===== src/rtl/s_term_uturn_cfg_if.sv =====
// Port bundle for the south termination tile: the U-turn wires plus the
// configuration frame bus entering from below and leaving towards the north.
interface s_term_uturn_cfg_if #(
  parameter int FRAME_BITS = 32,
  parameter int MAX_FRAMES = 20,
  parameter int N_SINGLE   = 4,
  parameter int N_DOUBLE   = 8,
  parameter int N_QUAD     = 16
);
  logic [N_SINGLE-1:0]   S1END;
  logic [N_DOUBLE-1:0]   S2MID;
  logic [N_DOUBLE-1:0]   S2END;
  logic [N_QUAD-1:0]     S4END;
  logic [N_SINGLE-1:0]   N1BEG;
  logic [N_DOUBLE-1:0]   N2BEG;
  logic [N_DOUBLE-1:0]   N2BEGb;
  logic [N_QUAD-1:0]     N4BEG;
  logic [FRAME_BITS-1:0] FrameData;
  logic [MAX_FRAMES-1:0] FrameStrobe;
  logic [FRAME_BITS-1:0] FrameData_O;
  logic [MAX_FRAMES-1:0] FrameStrobe_O;

  // Fabric side: drives southbound wires and frames, sees the loopback.
  modport master (
    output S1END, S2MID, S2END, S4END, FrameData, FrameStrobe,
    input  N1BEG, N2BEG, N2BEGb, N4BEG, FrameData_O, FrameStrobe_O
  );

  // Tile side.
  modport slave (
    input  S1END, S2MID, S2END, S4END, FrameData, FrameStrobe,
    output N1BEG, N2BEG, N2BEGb, N4BEG, FrameData_O, FrameStrobe_O
  );
endinterface


===== src/rtl/s_term_uturn_cfg.sv =====
// South-edge termination tile: every southbound wire is looped back onto its
// northbound twin through a per-wire 2-bit mode (0 / comb / registered / 1).
// Modes live in frame-written config registers; frames are forwarded north.

// One U-turn lane. The capture register runs every cycle independent of the
// mode so that switching into registered mode never exposes stale history.
module s_term_uturn_lane (
  input  logic       clk,
  input  logic       rst_n,
  input  logic [1:0] mode,
  input  logic       din,
  output logic       dout
);
  logic q;

  // Previous-cycle copy of the southbound wire.
  always_ff @(posedge clk) begin
    if (!rst_n) q <= 1'b0;
    else        q <= din;
  end

  // Output select by mode.
  always_comb begin
    dout = 1'b0;
    case (mode)
      2'b00:   dout = 1'b0;
      2'b01:   dout = din;
      2'b10:   dout = q;
      default: dout = 1'b1;
    endcase
  end
endmodule

module s_term_uturn_cfg #(
  parameter int FRAME_BITS = 32,
  parameter int MAX_FRAMES = 20,
  parameter int N_SINGLE   = 4,
  parameter int N_DOUBLE   = 8,
  parameter int N_QUAD     = 16,
  parameter int FRAME_PIPE = 1
) (
  input  logic                UserCLK,
  input  logic                resetn,
  s_term_uturn_cfg_if.slave   bus
);
  localparam int N_OUT      = N_SINGLE + 2*N_DOUBLE + N_QUAD;
  localparam int CFG_BITS   = 2*N_OUT;
  localparam int CFG_FRAMES = (CFG_BITS + FRAME_BITS - 1) / FRAME_BITS;
  localparam int STORE_BITS = CFG_FRAMES*FRAME_BITS;

  // cfg_f[0] occupies the low bits of the flattened config word.
  logic [CFG_FRAMES-1:0][FRAME_BITS-1:0] cfg_f;
  logic [STORE_BITS-1:0]                 cfg;
  logic [N_OUT-1:0][1:0]                 mode;
  logic [N_OUT-1:0]                      in_vec;
  logic [N_OUT-1:0]                      out_vec;

  // Frame writes; reset takes priority, several strobes share one data word.
  always_ff @(posedge UserCLK) begin
    if (!resetn) begin
      cfg_f <= '0;
    end else begin
      for (int k = 0; k < CFG_FRAMES; k++)
        if (bus.FrameStrobe[k]) cfg_f[k] <= bus.FrameData;
    end
  end

  assign cfg  = cfg_f;
  assign mode = cfg[CFG_BITS-1:0];

  // Padding bits in the last frame are stored but select nothing.
  if (STORE_BITS > CFG_BITS) begin : g_spare
    logic spare_unused;
    assign spare_unused = ^cfg[STORE_BITS-1:CFG_BITS];
  end

  assign in_vec = {bus.S4END, bus.S2END, bus.S2MID, bus.S1END};

  s_term_uturn_lane u_lane [N_OUT-1:0] (
    .clk   (UserCLK),
    .rst_n (resetn),
    .mode  (mode),
    .din   (in_vec),
    .dout  (out_vec)
  );

  assign bus.N1BEG  = out_vec[N_SINGLE-1:0];
  assign bus.N2BEG  = out_vec[N_SINGLE+N_DOUBLE-1:N_SINGLE];
  assign bus.N2BEGb = out_vec[N_SINGLE+2*N_DOUBLE-1:N_SINGLE+N_DOUBLE];
  assign bus.N4BEG  = out_vec[N_OUT-1:N_SINGLE+2*N_DOUBLE];

  if (FRAME_PIPE != 0) begin : g_pipe
    logic [FRAME_BITS-1:0] fd_q;
    logic [MAX_FRAMES-1:0] fs_q;

    // One retiming stage on the column frame bus, all strobe bits included.
    always_ff @(posedge UserCLK) begin
      if (!resetn) begin
        fd_q <= '0;
        fs_q <= '0;
      end else begin
        fd_q <= bus.FrameData;
        fs_q <= bus.FrameStrobe;
      end
    end

    assign bus.FrameData_O   = fd_q;
    assign bus.FrameStrobe_O = fs_q;
  end else begin : g_wire
    assign bus.FrameData_O   = bus.FrameData;
    assign bus.FrameStrobe_O = bus.FrameStrobe;
  end
endmodule


===== src/flat_wrapper.sv =====
// flat-port wrapper written by rule: the top's interface ports become plain ports
module s_term_uturn_cfg_flat 
#(
  parameter int FRAME_BITS = 32,
  parameter int MAX_FRAMES = 20,
  parameter int N_SINGLE   = 4,
  parameter int N_DOUBLE   = 8,
  parameter int N_QUAD     = 16,
  parameter int FRAME_PIPE = 1
)
  (UserCLK, resetn, bus_S1END, bus_S2MID, bus_S2END, bus_S4END, bus_FrameData, bus_FrameStrobe, bus_N1BEG, bus_N2BEG, bus_N2BEGb, bus_N4BEG, bus_FrameData_O, bus_FrameStrobe_O);
  s_term_uturn_cfg_if #(.FRAME_BITS(FRAME_BITS), .MAX_FRAMES(MAX_FRAMES), .N_SINGLE(N_SINGLE), .N_DOUBLE(N_DOUBLE), .N_QUAD(N_QUAD)) bus_i ();
  input  logic UserCLK;
  input  logic resetn;
  input wire logic [$bits(bus_i.S1END)-1:0] bus_S1END;
  input wire logic [$bits(bus_i.S2MID)-1:0] bus_S2MID;
  input wire logic [$bits(bus_i.S2END)-1:0] bus_S2END;
  input wire logic [$bits(bus_i.S4END)-1:0] bus_S4END;
  input wire logic [$bits(bus_i.FrameData)-1:0] bus_FrameData;
  input wire logic [$bits(bus_i.FrameStrobe)-1:0] bus_FrameStrobe;
  output wire logic [$bits(bus_i.N1BEG)-1:0] bus_N1BEG;
  output wire logic [$bits(bus_i.N2BEG)-1:0] bus_N2BEG;
  output wire logic [$bits(bus_i.N2BEGb)-1:0] bus_N2BEGb;
  output wire logic [$bits(bus_i.N4BEG)-1:0] bus_N4BEG;
  output wire logic [$bits(bus_i.FrameData_O)-1:0] bus_FrameData_O;
  output wire logic [$bits(bus_i.FrameStrobe_O)-1:0] bus_FrameStrobe_O;
  assign bus_i.S1END = bus_S1END;
  assign bus_i.S2MID = bus_S2MID;
  assign bus_i.S2END = bus_S2END;
  assign bus_i.S4END = bus_S4END;
  assign bus_i.FrameData = bus_FrameData;
  assign bus_i.FrameStrobe = bus_FrameStrobe;
  assign bus_N1BEG = bus_i.N1BEG;
  assign bus_N2BEG = bus_i.N2BEG;
  assign bus_N2BEGb = bus_i.N2BEGb;
  assign bus_N4BEG = bus_i.N4BEG;
  assign bus_FrameData_O = bus_i.FrameData_O;
  assign bus_FrameStrobe_O = bus_i.FrameStrobe_O;
  s_term_uturn_cfg #(.FRAME_BITS(FRAME_BITS), .MAX_FRAMES(MAX_FRAMES), .N_SINGLE(N_SINGLE), .N_DOUBLE(N_DOUBLE), .N_QUAD(N_QUAD), .FRAME_PIPE(FRAME_PIPE)) u_core (.UserCLK(UserCLK), .resetn(resetn), .bus(bus_i));
endmodule

===== config.mk =====
export PLATFORM = sky130hd
export DESIGN_NAME = s_term_uturn_cfg_flat
export DESIGN_NICKNAME = d
export VERILOG_FILES = /design/src/rtl/s_term_uturn_cfg_if.sv /design/src/rtl/s_term_uturn_cfg.sv /design/src/flat_wrapper.sv
export SDC_FILE = /design/constraint.sdc
export NUM_CORES = 1
export LEC_CHECK = 0
export CAP_MARGIN = 20
export CORE_UTILIZATION = 50
export CTS_CLUSTER_SIZE = 40
export DETAILED_ROUTE_END_ITERATION = 12
export MAX_ROUTING_LAYER = met4
export PLACE_DENSITY = 0.84
export SYNTH_ARGS = -nofsm -noshare
export SYNTH_HDL_FRONTEND = slang
export SYNTH_SLANG_ARGS = --single-unit

===== constraint.sdc =====
create_clock -name UserCLK -period 1.7 [get_ports UserCLK]
set_input_delay 0.17 -clock UserCLK [delete_from_list [all_inputs] [get_ports UserCLK]]
set_output_delay 0.17 -clock UserCLK [all_outputs]
set_load 0.02 [all_outputs]

==> results <==
[power breakdown]
| part | total (mW) | internal [mW] | switching, mW | leakage, nW |
|---|---|---|---|---|
| logic | 1.03 | 0.560 | 0.469 | 1.84 |
| registers | 4.06 | 3.97 | 0.0991 | 1.33 |
| clock network | 3.68 | 2.31 | 1.38 | 0.280 |
[final cells by class]
type	count	area, µm²	area share, %
repair buffers	182	1800	22.7
clock buffers	26	499	6.29
well taps	143	179	2.26
multi-input cells	340	2170	27.4
flip-flops and latches	160	3200	40.4
clock inverters	5	77.6	0.978
[logic make-up (layout without fill, tap and decap cells)]
group                  after synthesis  in the layout  share of synthesized area, %
multiplexers                        72             72                          12.3
flip-flops                         160            160                          54.5
buffers and inverters               62            213                          8.58
AND/OR/NAND/NOR                    232            232                          21.6
AO/OA/AOI/OAI                       36             36                          3.06
[synthesized netlist by cell type]
cell type and n:
mux2i_1 72, nor2b_1 72, nor2_1 72, dfxtp_1 160
buf_2 1, a21oi_1 36, buf_4 38, buf_6 17
and2_1 88, clkbuf_1 6
[final timing paths]
kind	to	slack (ps)	cells past startpoint
setup / recovery	bus_N4BEG[15]	170	3
hold / removal	u_core.cfg[66]	240	2
setup reg to reg	u_core.cfg[46]	1030	2
hold reg to reg	u_core.cfg[14]	520	2
[placed cells by master (no fill, tap or decap), drive strengths merged]
cell type | netlist | layout
clkinv | 0 | 2
clkdlybuf4s50 | 0 | 138
nor2b | 72 | 72
mux2i | 72 | 72
a21oi | 36 | 36
buf | 56 | 8
bufinv | 0 | 2
clkbuf | 6 | 26
and2 | 88 | 88
dlygate4sd2 | 0 | 36
nor2 | 72 | 72
dfxtp | 160 | 160
clkinvlp | 0 | 1
[flip-flops by register name (all words and copies together) (netlist names)]
register and count:
u_core.u_lane.q 36, u_core.bus.FrameStrobe_O 20, u_core.cfg 72, u_core.bus.FrameData_O 32
[metrics by stage]
stage                     setup WS, ps  total power [mW]  cells
after detailed placement          39.8              5.21    825
after global placement            46.7              5.17    825
final                              170              8.78    856
after CTS                          154              8.84    856
after global routing               122              9.11    856
after floorplan                    893              4.75    562
[worst max-delay path, stage by stage, from the launching register on]
cell	delay (ps)
dfxtp_1	350
a21oi_1	70
nor2_1	160
dlygate4sd2_1	360
[per-layer routing]
metal  share of wire (%)  global-route usage, %  vias to the layer above
met1                  43                   22.5                     1901
met4                 2.2                   9.16                        0
met3                 4.6                   5.27                       21
li1                    -                      -                     2039
met2                  50                   35.1                      119
met5                   0                      -                        -
[timing repair]
item                                   in CTS  in global routing
setup endpoints to repair                  36                  0
gates resized for setup                    36                  0
endpoints found under the hold margin       0                  0
==> metrics.yaml <==
setup_path:
  rr_startpoint: "u_core.cfg[46]"
  endpoint_kind: "primary output"
  cp-startpoint: "u_core.cfg[71]"
  crit_type: "reg2out"
  crit_arrival_ps: 1360
  critPathRequiredTime_ps: 1530
  worstPathMaxFanout: 3
  critPathLaunchType: "register"
timing:
  fmax_mhz: 654
  relSlewSlack_pct: 71.2
  min_period_over_period_pct: 90.0
  finalSetupViolCount: 0
  final.min_clock_period_ps: 1530
  rsz0062_at_grt: "false"
  fin_hold_ws_ps: 240
  hold_viol_final: 0
  worst_pin_slew_ps: 432
  tns_ps: 0
  skew_ps: 0
  slew_viol_final: 0
placed_design:
  dp_hpwl_um: 8150
  portBuffers: 177
  place_area_um2: 7400
  gp_congestion: 0.746
floorplanning:
  io_pins: 178
  dieArea_um2: 12200
  fp.dieW_um: 110
  initial_core_util_pct: 51.5
  core_area_um2: 11400
  dieHeight_um: 110
  rows: 39
detailed_routing:
  drc: 0
  drtAntennaViolNets: 0
  vias: 4080
  drt-initial-drc-count: 110
  first_pass_iters: 4
  viasPerCell: 4.77
  drt_wl_total_um: 11800
  wl_per_cell_um: 13.8
finish:
  areaGrowthSynthToFinish_pct: 34.9
  diodes: 0
  final_util_pct: 69.5
  design_area_um2: 7930
  fillers: 862
  layout.nets: 791
  drive_gt1_share_pct: 4.77
status:
  status: "finished, final reports clean"
synth:
  yosys.cell_types.count: 10
  synthCells: 562
  netlist_area_um2: 5880
  yosys.area.top_type: "dfxtp_1"
  syn-num-nets: 652
  ys_top_cells_by_area: "dfxtp_1, mux2i_1, and2_1"
  ys_seq_area_share_pct: 54.5
  synth_top_area_share_pct: 54.5
  yosysWarningCount: 0
  ys_seq_elements: 160
  syn_area_per_cell_um2: 10.5
global_routing:
  grt_max_degree: 62
  gr-total-overflow: 0
  grt_pass1_vias: 4173
  antenna_found_initial: 0
  grt_first_pass_wirelength_um: 19500
  grt_usage_pct: 20.5
power:
  power.density_nw_per_um2: 1110
  peakVddDrop_mv: 0.717
  leakage_nw: 3.45
cts:
  cts.clk_slew.worst_paths_ps: 60
  root_buffer: "clkbuf_16"
  cts_tree: "built"
  numCtsBuffers: 17
  clkLatencyLatePin_ps: 410
  htreeDepth: 4
  cts.path.max_buffers: 2
  post_cts_buffers: 0
  hold_buffers: 0
  cts.sinks: 160
flow_run:
  maxCapViolations: 0
worst_hold_path:
  min_from: "resetn"
  hold_class: "in2reg"
No activity file was read; power rests on OpenSTA's default activity.
